[src/rtl/pq_bcd_display_if.sv]
// Heading-result / display bundle between the heading block, pq_bcd_display and the board pins.
interface pq_bcd_display_if;
  logic [2:0] state;
  logic [6:0] dataP;
  logic [6:0] dataQ;
  logic       busy;
  logic [6:0] seg;
  logic [5:0] an;

  modport master (output state, dataP, dataQ, input busy, seg, an);
  modport slave  (input state, dataP, dataQ, output busy, seg, an);
endinterface

[src/rtl/pq_bcd_display.sv]
// Captures heading P/Q results, converts each to 3 BCD digits by sequential double dabble,
// and scans them onto a 6-digit multiplexed active-low 7-segment display.
//
// state    | meaning
// ---------+-----------------------------------------------------------
// S_IDLE   | waiting for entry into DONE_STATE; display holds last result
// S_LOAD   | operands latched on the start edge; BCD shift regs cleared
// S_CONV_P | 7 double-dabble steps on P
// S_CONV_Q | 7 double-dabble steps on Q
// S_UPDATE | copy both BCD results into the display digit regs at once
module pq_bcd_display #(
  parameter logic [2:0]  DONE_STATE = 3'b100,
  parameter logic [15:0] SCAN_DIV   = 16'd50000
) (
  input logic             clk,
  input logic             rst,
  pq_bcd_display_if.slave bus
);

  typedef enum logic [2:0] {
    S_IDLE   = 3'd0,
    S_LOAD   = 3'd1,
    S_CONV_P = 3'd2,
    S_CONV_Q = 3'd3,
    S_UPDATE = 3'd4
  } fsm_t;

  fsm_t        fsm_q, fsm_d;
  logic [2:0]  hstate_q, hstate_d;
  logic [6:0]  bin_p_q, bin_p_d;
  logic [6:0]  bin_q_q, bin_q_d;
  logic [9:0]  bcd_p_q, bcd_p_d;
  logic [9:0]  bcd_q_q, bcd_q_d;
  logic [2:0]  bit_cnt_q, bit_cnt_d;
  logic [9:0]  disp_p_q, disp_p_d;
  logic [9:0]  disp_q_q, disp_q_d;
  logic        busy_q, busy_d;
  logic [15:0] scan_cnt_q, scan_cnt_d;
  logic [2:0]  idx_q, idx_d;
  logic [6:0]  seg_q, seg_d;
  logic [5:0]  an_q, an_d;

  logic        start;
  logic [8:0]  adj_p, adj_q;
  logic [3:0]  dig;
  logic        blank;

  function automatic logic [3:0] add3(input logic [3:0] n);
    return (n >= 4'd5) ? n + 4'd3 : n;
  endfunction

  function automatic logic [6:0] seg_decode(input logic [3:0] d);
    logic [6:0] s;
    case (d)
      4'd0:    s = 7'h40;
      4'd1:    s = 7'h79;
      4'd2:    s = 7'h24;
      4'd3:    s = 7'h30;
      4'd4:    s = 7'h19;
      4'd5:    s = 7'h12;
      4'd6:    s = 7'h02;
      4'd7:    s = 7'h78;
      4'd8:    s = 7'h00;
      4'd9:    s = 7'h10;
      default: s = 7'h7F;
    endcase
    return s;
  endfunction

  // Hundreds never exceeds 1 for a 7-bit operand, so its top bit is always shifted out as 0.
  always_comb begin
    adj_p = {bcd_p_q[8], add3(bcd_p_q[7:4]), add3(bcd_p_q[3:0])};
    adj_q = {bcd_q_q[8], add3(bcd_q_q[7:4]), add3(bcd_q_q[3:0])};
  end

  always_comb begin
    start     = (bus.state == DONE_STATE) && (hstate_q != DONE_STATE);
    hstate_d  = bus.state;
    fsm_d     = fsm_q;
    bin_p_d   = bin_p_q;
    bin_q_d   = bin_q_q;
    bcd_p_d   = bcd_p_q;
    bcd_q_d   = bcd_q_q;
    bit_cnt_d = bit_cnt_q;
    disp_p_d  = disp_p_q;
    disp_q_d  = disp_q_q;

    if (start) begin
      // Restart from any state: latest result wins, old conversion is dropped.
      fsm_d   = S_LOAD;
      bin_p_d = bus.dataP;
      bin_q_d = bus.dataQ;
    end else begin
      case (fsm_q)
        S_IDLE: ;
        S_LOAD: begin
          bcd_p_d   = '0;
          bcd_q_d   = '0;
          bit_cnt_d = 3'd6;
          fsm_d     = S_CONV_P;
        end
        S_CONV_P: begin
          bcd_p_d = {adj_p, bin_p_q[6]};
          bin_p_d = {bin_p_q[5:0], 1'b0};
          if (bit_cnt_q == 3'd0) begin
            bit_cnt_d = 3'd6;
            fsm_d     = S_CONV_Q;
          end else begin
            bit_cnt_d = bit_cnt_q - 3'd1;
          end
        end
        S_CONV_Q: begin
          bcd_q_d = {adj_q, bin_q_q[6]};
          bin_q_d = {bin_q_q[5:0], 1'b0};
          if (bit_cnt_q == 3'd0) begin
            fsm_d = S_UPDATE;
          end else begin
            bit_cnt_d = bit_cnt_q - 3'd1;
          end
        end
        S_UPDATE: begin
          disp_p_d = bcd_p_q;
          disp_q_d = bcd_q_q;
          fsm_d    = S_IDLE;
        end
        default: fsm_d = S_IDLE;
      endcase
    end

    busy_d = (fsm_d != S_IDLE);
  end

  always_comb begin
    scan_cnt_d = scan_cnt_q + 16'd1;
    idx_d      = idx_q;
    if (scan_cnt_q >= SCAN_DIV - 16'd1) begin
      scan_cnt_d = '0;
      idx_d      = (idx_q == 3'd5) ? 3'd0 : idx_q + 3'd1;
    end
  end

  always_comb begin
    dig   = 4'd0;
    blank = 1'b0;
    case (idx_q)
      3'd0: begin
        dig   = {2'b00, disp_p_q[9:8]};
        blank = (disp_p_q[9:8] == 2'd0);
      end
      3'd1: begin
        dig   = disp_p_q[7:4];
        blank = (disp_p_q[9:8] == 2'd0) && (disp_p_q[7:4] == 4'd0);
      end
      3'd2: dig = disp_p_q[3:0];
      3'd3: begin
        dig   = {2'b00, disp_q_q[9:8]};
        blank = (disp_q_q[9:8] == 2'd0);
      end
      3'd4: begin
        dig   = disp_q_q[7:4];
        blank = (disp_q_q[9:8] == 2'd0) && (disp_q_q[7:4] == 4'd0);
      end
      3'd5: dig = disp_q_q[3:0];
      default: blank = 1'b1;
    endcase
    seg_d = blank ? 7'h7F : seg_decode(dig);
    an_d  = ~(6'b000001 << idx_q);
  end

  always_ff @(posedge clk or negedge rst) begin
    if (!rst) begin
      fsm_q      <= S_IDLE;
      hstate_q   <= 3'b000;
      bin_p_q    <= '0;
      bin_q_q    <= '0;
      bcd_p_q    <= '0;
      bcd_q_q    <= '0;
      bit_cnt_q  <= '0;
      disp_p_q   <= '0;
      disp_q_q   <= '0;
      busy_q     <= 1'b0;
      scan_cnt_q <= '0;
      idx_q      <= '0;
      seg_q      <= 7'h7F;
      an_q       <= 6'h3F;
    end else begin
      fsm_q      <= fsm_d;
      hstate_q   <= hstate_d;
      bin_p_q    <= bin_p_d;
      bin_q_q    <= bin_q_d;
      bcd_p_q    <= bcd_p_d;
      bcd_q_q    <= bcd_q_d;
      bit_cnt_q  <= bit_cnt_d;
      disp_p_q   <= disp_p_d;
      disp_q_q   <= disp_q_d;
      busy_q     <= busy_d;
      scan_cnt_q <= scan_cnt_d;
      idx_q      <= idx_d;
      seg_q      <= seg_d;
      an_q       <= an_d;
    end
  end

  assign bus.busy = busy_q;
  assign bus.seg  = seg_q;
  assign bus.an   = an_q;

endmodule
[src/flat_wrapper.sv]
// flat-port wrapper written by rule: the top's interface ports become plain ports
module pq_bcd_display_flat 
#(
  parameter logic [2:0]  DONE_STATE = 3'b100,
  parameter logic [15:0] SCAN_DIV   = 16'd50000
)
  (clk, rst, bus_state, bus_dataP, bus_dataQ, bus_busy, bus_seg, bus_an);
  pq_bcd_display_if bus_i ();
  input logic clk;
  input logic rst;
  input wire logic [$bits(bus_i.state)-1:0] bus_state;
  input wire logic [$bits(bus_i.dataP)-1:0] bus_dataP;
  input wire logic [$bits(bus_i.dataQ)-1:0] bus_dataQ;
  output wire logic [$bits(bus_i.busy)-1:0] bus_busy;
  output wire logic [$bits(bus_i.seg)-1:0] bus_seg;
  output wire logic [$bits(bus_i.an)-1:0] bus_an;
  assign bus_i.state = bus_state;
  assign bus_i.dataP = bus_dataP;
  assign bus_i.dataQ = bus_dataQ;
  assign bus_busy = bus_i.busy;
  assign bus_seg = bus_i.seg;
  assign bus_an = bus_i.an;
  pq_bcd_display #(.DONE_STATE(DONE_STATE), .SCAN_DIV(SCAN_DIV)) u_core (.clk(clk), .rst(rst), .bus(bus_i));
endmodule
[config.mk]
export PLATFORM = sky130hd
export DESIGN_NAME = pq_bcd_display_flat
export DESIGN_NICKNAME = d
export VERILOG_FILES = /design/src/rtl/pq_bcd_display_if.sv /design/src/rtl/pq_bcd_display.sv /design/src/flat_wrapper.sv
export SDC_FILE = /design/constraint.sdc
export NUM_CORES = 1
export LEC_CHECK = 0
export ABC_AREA = 1
export BUFFER_PORTS_ARGS = -buffer_cell sky130_fd_sc_hd__clkbuf_2
export CAP_MARGIN = 10
export CORE_MARGIN = 8
export CORE_UTILIZATION = 30
export CTS_CLUSTER_SIZE = 10
export DETAILED_ROUTE_END_ITERATION = 6
export HOLD_SLACK_MARGIN = 0.08
export PLACE_DENSITY_LB_ADDON = 0.05
export SYNTH_ARGS = -nofsm -noshare
export SYNTH_HDL_FRONTEND = slang
export SYNTH_SLANG_ARGS = --single-unit
[constraint.sdc]
create_clock -name clk -period 4.7 [get_ports clk]
set_input_delay 0.235 -clock clk [delete_from_list [all_inputs] [get_ports clk]]
set_output_delay 0.235 -clock clk [all_outputs]
set_load 0.02 [all_outputs]
==> flow_summary.json, run 1 <==
{
  "status": "complete, no violations",
  "fmax_mhz": 443,
  "antennaDiodeCount": 0,
  "cts_max_level": 3,
  "cp-start-kind": "primary input",
  "dieArea_sq_mm": 0.0200,
  "ant_nets": 0,
  "wl_met2_um": 4670,
  "cp_data_arrival_time_ns": 2.52,
  "async_reset_ff_frac": 1.00,
  "drtIter0Drc": 185,
  "rows": 46,
  "clk_latency_ns": 0.35,
  "grt_pass1_wl_um": 17600,
  "post-route-period-util": 0.480,
  "syn_inst": 547,
  "ys_warn_count": 0,
  "die_w_um": 141,
  "port-buffer-count": 32,
  "cts.path.max_buffers": 2,
  "synth.largest_area_cell": "dfrtp_1",
  "endpoint_kind": "register",
  "hold_viol_final": 0,
  "period_needed_ns": 2.26,
  "routabilityCongestion": 0.801,
  "slew_headroom": 0.360,
  "criticalPathCategory": "in -> reg",
  "setup_viol": 0,
  "syn_area_per_cell_sq_um": 8.63,
  "yosysUniqueCellTypes": 38,
  "antenna_found_initial": 0,
  "area_growth_pct": 15.5,
  "drt-vias-per-instance": 4.47,
  "dp_hpwl_um": 7230,
  "initial_core_util": 0.302,
  "cts_root_buf": "clkbuf_16",
  "first_pass_iters": 7,
  "cts_sinks": 96,
  "vias": 3593,
  "netlist_area_sq_mm": 0.00472,
  "wl_per_cell_um": 12.8,
  "ios": 33,
  "synth.top_cell.area_share": 0.440,
  "final-max-slew-violation-count": 0,
  "cts.clk_slew.worst_paths_ns": 0.07,
  "die_y_um": 141,
  "cap_violations": 0,
  "tritoncts": "done",
  "cp_max_fo": 17,
  "seq_area_frac_synth": 0.512,
  "dr_wl_met3_um": 345,
  "core-area_sq_mm": 0.0157,
  "track_usage": 0.111,
  "hold_path_class": "in -> reg",
  "worstPathRequired_ns": 4.96,
  "power_density_mw_per_mm2": 432,
  "finalSetupTns_ns": 0,
  "highest_layer": "met4",
  "numCtsBuffers": 9,
  "ir_worst_vdd_v": 0.000225,
  "final_nets": 618,
  "synthFlopType": "dfrtp_1",
  "drive_gt1_frac": 0.145,
  "synth_edf_count": 0,
  "drcViolationCount": 0,
  "grt_pass1_vias": 3618,
  "leakagePower_nw": 2.55,
  "finalPower_mw": 2.36,
  "rsz0062_at_grt": "no",
  "wl_met1_um": 5130,
  "wl_um": 10300,
  "synth_seq_cells": 96,
  "syn_nets": 583,
  "gr-total-overflow": 0,
  "grt_max_degree": 52,
  "cts-resized-gates": 0,
  "skew_ns": 0.00884,
  "r2r_slack_ns": 2.54,
  "worstMarginPinSlew_ns": 0.960,
  "synth_area_leaders": "dfrtp_1, nand2_1, dfstp_2, inv_1, o21ai_0"
}
==> flip-flops by register name (all words and copies together), names as in the netlist <==
| signal | count |
|---|---|
| u_core.disp_q_q | 10 |
| u_core.bin_p_q | 7 |
| u_core.fsm_q | 3 |
| u_core.bus.an | 6 |
| u_core.bus.busy | 1 |
| u_core.bin_q_q | 7 |
| u_core.bcd_p_q | 10 |
| u_core.idx_q | 3 |
| u_core.scan_cnt_q | 16 |
| u_core.bus.seg | 7 |
| u_core.disp_p_q | 10 |
| u_core.hstate_q | 3 |
| u_core.bit_cnt_q | 3 |
| u_core.bcd_q_q | 10 |
==> placed cells by master (no fill, tap or decap), types with 2 or more instances in the layout <==
cell and instances:
nor3b_1 5, clkbuf_16 9, ha_1 17, clkbuf_2 31
o21ai_1 10, inv_1 71, nor2_2 4, o211ai_1 7
dfrtp_1 83, o22ai_1 11, nand4_1 11, nand2_1 122
nand2_2 3, nor2_1 37, o221ai_1 3, xor2_1 11
nor2_4 3, inv_2 6, clkbuf_1 2, clkbuf_8 2
dfstp_2 13, nand3_1 40, buf_4 3, o21ai_0 45
nor3_1 4, dlygate4sd3_1 4, or2_2 3, bufinv_16 2
a21oi_1 12
==> cell type report <==
class	count	area, sq um
timing repair buffer	38	218
clock inverter	3	65.1
multi-input combinational	360	1930
clock buffer	13	260
sequential	96	2420
tap	216	270
fill	1667	10200
inverter	77	289
==> cells in the mapped netlist, types with 3 or more instances <==
cell	instances
a21oi_1	12
buf_2	9
dfrtp_1	83
dfstp_2	13
ha_1	17
inv_1	71
inv_2	6
nand2_1	122
nand2_2	3
nand3_1	40
nand4_1	11
nor2_1	37
nor2_2	4
nor2_4	3
nor3_1	4
nor3b_1	5
o211ai_1	7
o21ai_0	45
o21ai_1	10
o221ai_1	3
o22ai_1	11
or2_2	3
xor2_1	11
==> metal layers <==
metal | global-route usage | vias to the layer above
met2 | 0.172 | 48
met1 | 0.144 | 1685
met5 | 0 | -
met4 | 0.0565 | 0
met3 | 0.0225 | 9
li1 | - | 1851
==> logic make-up (layout without fill, tap and decap cells) <==
family                     count (synthesis)  in the layout  synth area share
xor gates and xnor gates                  11             11            0.0204
and+or+nand+nor                          238            238             0.228
AOI/OAI and AO/OA                         94             94             0.116
buffers and inverters                     91            131            0.0787
adders and majority gates                 17             17            0.0450
DFF                                       96             96             0.512
==> power by group <==
group          internal [mW]  switching (mW)  leakage [nW]
combinational          0.174           0.346          1.15
sequential             0.959          0.0625          1.24
clock                  0.496           0.318         0.160
==> metrics by stage <==
stage	util	std cells	setup WS, ns	area [sq um]	hold WS (ns)
finish	0.348	803	2.44	5450	0.0962
detailed placement	0.325	783	2.57	5090	0.307
CTS	0.348	803	2.42	5450	0.0814
floorplan	-	547	2.75	4720	-0.0606
global placement	0.325	783	2.60	5090	0.295
global route	0.348	803	2.28	5450	0.100
==> critical path, cell delays in order <==
cell and delay [ns]:
dlygate4sd3_1 0.53, clkbuf_2 0.11, nor3b_1 0.13, nand2_1 0.24, inv_2 0.22, a21oi_1 0.79, nand3_1 0.15, o21ai_1 0.11
==> repair_timing <==
action                                 4_1_cts  5_1_grt
hold buffers                                 4        0
setup buffers                                0        0
endpoints found under the hold margin       48        0
setup endpoints to repair                    0        0
==> worst paths after layout <==
kind | startpoint | to | cells after the start
setup reg to reg | u_core.idx_q[0] | u_core.bus.seg[4] | 12
hold reg to reg | u_core.scan_cnt_q[0] | u_core.scan_cnt_q[0] | 1
max in group asynchronous | rst | u_core.disp_p_q[1] | 3
setup / recovery | bus_state[2] | u_core.bcd_q_q[4] | 8
min in group asynchronous | rst | u_core.scan_cnt_q[12] | 2
hold / removal | bus_dataQ[2] | u_core.bin_q_q[2] | 3
No activity file was read; power rests on OpenSTA's default activity.
==> inputs of run 2 (changes only) <==
==> constraint.sdc (replaced) <==
create_clock -name clk -period 2.1 [get_ports clk]
set_input_delay 0.105 -clock clk [delete_from_list [all_inputs] [get_ports clk]]
set_output_delay 0.105 -clock clk [all_outputs]
set_load 0.02 [all_outputs]
==> flow_summary.json, run 2 (synthesis gave the netlist of run 1 again) <==
{
  "timing.final.ws_setup_ns": 0.223,
  "cp_data_arrival_time_ns": 2.17,
  "wl_met1_um": 5080,
  "cp_max_fo": 8,
  "criticalPathCategory": "reg -> reg",
  "antennaDiodeCount": 0,
  "post-route-period-util": 0.894,
  "leakagePower_nw": 2.68,
  "dr_wl_met3_um": 382,
  "worstMarginPinSlew_ns": 0.364,
  "core-area_sq_mm": 0.0157,
  "clk_latency_ns": 0.35,
  "cp-start-kind": "register",
  "highest_layer": "met4",
  "cts_sinks": 96,
  "drtIter0Drc": 141,
  "fin_util": 0.367,
  "tritoncts": "done",
  "track_usage": 0.112,
  "finalPower_mw": 5.48,
  "design_area_sq_mm": 0.00574,
  "ff2ff_path_depth": 14,
  "multi_input_area_sq_mm": 0.00194,
  "finalSetupTns_ns": 0,
  "final_nets": 643,
  "routabilityCongestion": 0.795,
  "cts.clk_slew.worst_paths_ns": 0.07,
  "rows": 46,
  "numCtsBuffers": 9,
  "setup_viol": 0,
  "ios": 33,
  "cts_max_level": 3,
  "power_density_mw_per_mm2": 955,
  "fill_cells": 1639,
  "r2r-end": "u_core.bus.seg[4]",
  "area_growth_pct": 21.5,
  "largest-register": "u_core.scan_cnt_q",
  "drt-vias-per-instance": 4.44,
  "r2r-start": "u_core.idx_q[1]",
  "endpoint_kind": "register",
  "port-buffer-count": 32,
  "first_pass_iters": 4,
  "die_y_um": 141,
  "worstPathRequired_ns": 2.39,
  "dieArea_sq_mm": 0.0200,
  "cap_violations": 0,
  "pre_cts_ws_ns": 0.198,
  "grt_pass1_wl_um": 18100,
  "die_w_um": 141,
  "wl_per_cell_um": 12.4,
  "final-max-slew-violation-count": 0,
  "grt_max_degree": 47,
  "skew_ns": 0.00848,
  "initial_core_util": 0.302,
  "hold_viol_final": 0,
  "r2r_slack_ns": 0.22,
  "vias": 3675,
  "drcViolationCount": 0,
  "drive_gt1_frac": 0.167,
  "antenna_found_initial": 0,
  "dp_hpwl_um": 7400,
  "status": "complete, no violations",
  "slew_headroom": 0.757,
  "ant_nets": 0,
  "hold_path_class": "in -> async",
  "seqCellArea_sq_mm": 0.00242,
  "period_needed_ns": 1.88,
  "gr-total-overflow": 0,
  "grt_pass1_vias": 3795,
  "rsz0062_at_grt": "no",
  "final_common_cell": "nand2_1",
  "wl_um": 10300,
  "largest_reg_flops": 16,
  "postPlaceCellArea_sq_mm": 0.00520,
  "fmax_mhz": 533,
  "post-cts-setup-buffers": 0,
  "cts_root_buf": "clkbuf_16",
  "cts.path.max_buffers": 2,
  "wl_met2_um": 4630,
  "layout_common_cells": "nand2_1, dfrtp_1, inv_1, o21ai_0, nand3_1",
  "ir_worst_vdd_v": 0.000443
}
-- run 2: timing repair --
item                                    CTS  global route
hold endpoints to repair                 88             0
hold buffers                             18             0
endpoints found under the setup margin    0             4
resized for setup                         0             4
-- run 2: layout make-up --
type,count,share of cell area
flip-flops and latches,96,0.422
inverters,77,0.0504
clock buffers,11,0.0440
multi-input cells,360,0.337
clock inverters,5,0.0179
repair buffers,63,0.0811
well taps,216,0.0471
-- run 2: metrics by stage --
step / hold slack, ns / instances
floorplan: -0.191 / 547
global placement: 0.0457 / 794
detailed placement: 0.0494 / 794
CTS: 0.212 / 828
global route: 0.242 / 828
finish: 0.208 / 828
-- run 2: layer usage --
metal,vias to the layer above,GRT usage
met5,-,0
met4,0,0.0537
met3,14,0.0232
met2,53,0.178
met1,1710,0.143
li1,1898,-
-- run 2: worst max path at each step --
stage,start,endpoint
2_1_floorplan,u_core.idx_q[0],u_core.bus.seg[4]
5_1_grt,u_core.idx_q[1],u_core.bus.seg[5]
3_5_place_dp,u_core.idx_q[2],u_core.bus.seg[4]
6_report,u_core.idx_q[1],u_core.bus.seg[4]
3_3_place_gp,u_core.idx_q[2],u_core.bus.seg[4]
4_1_cts,u_core.idx_q[2],u_core.bus.seg[4]
-- run 2: power breakdown --
part / switching [mW] / internal, mW / total, mW
Sequential: 0.143 / 2.15 / 2.29
Clock: 0.730 / 1.23 / 1.96
Combinational: 0.777 / 0.459 / 1.24
Total: 1.65 / 3.83 / 5.48
-- run 2: worst max-delay path, cell delays in order, from the launching register on --
cell,delay [ns]
dfrtp_2,0.46
nand2_1,0.08
inv_1,0.04
ha_1,0.22
nand2_1,0.06
nand2_1,0.05
inv_1,0.04
nand2_1,0.06
nand2_1,0.13
inv_1,0.09
ha_1,0.22
or2_1,0.22
nand2_1,0.06
nand2_1,0.04
nand2_1,0.05
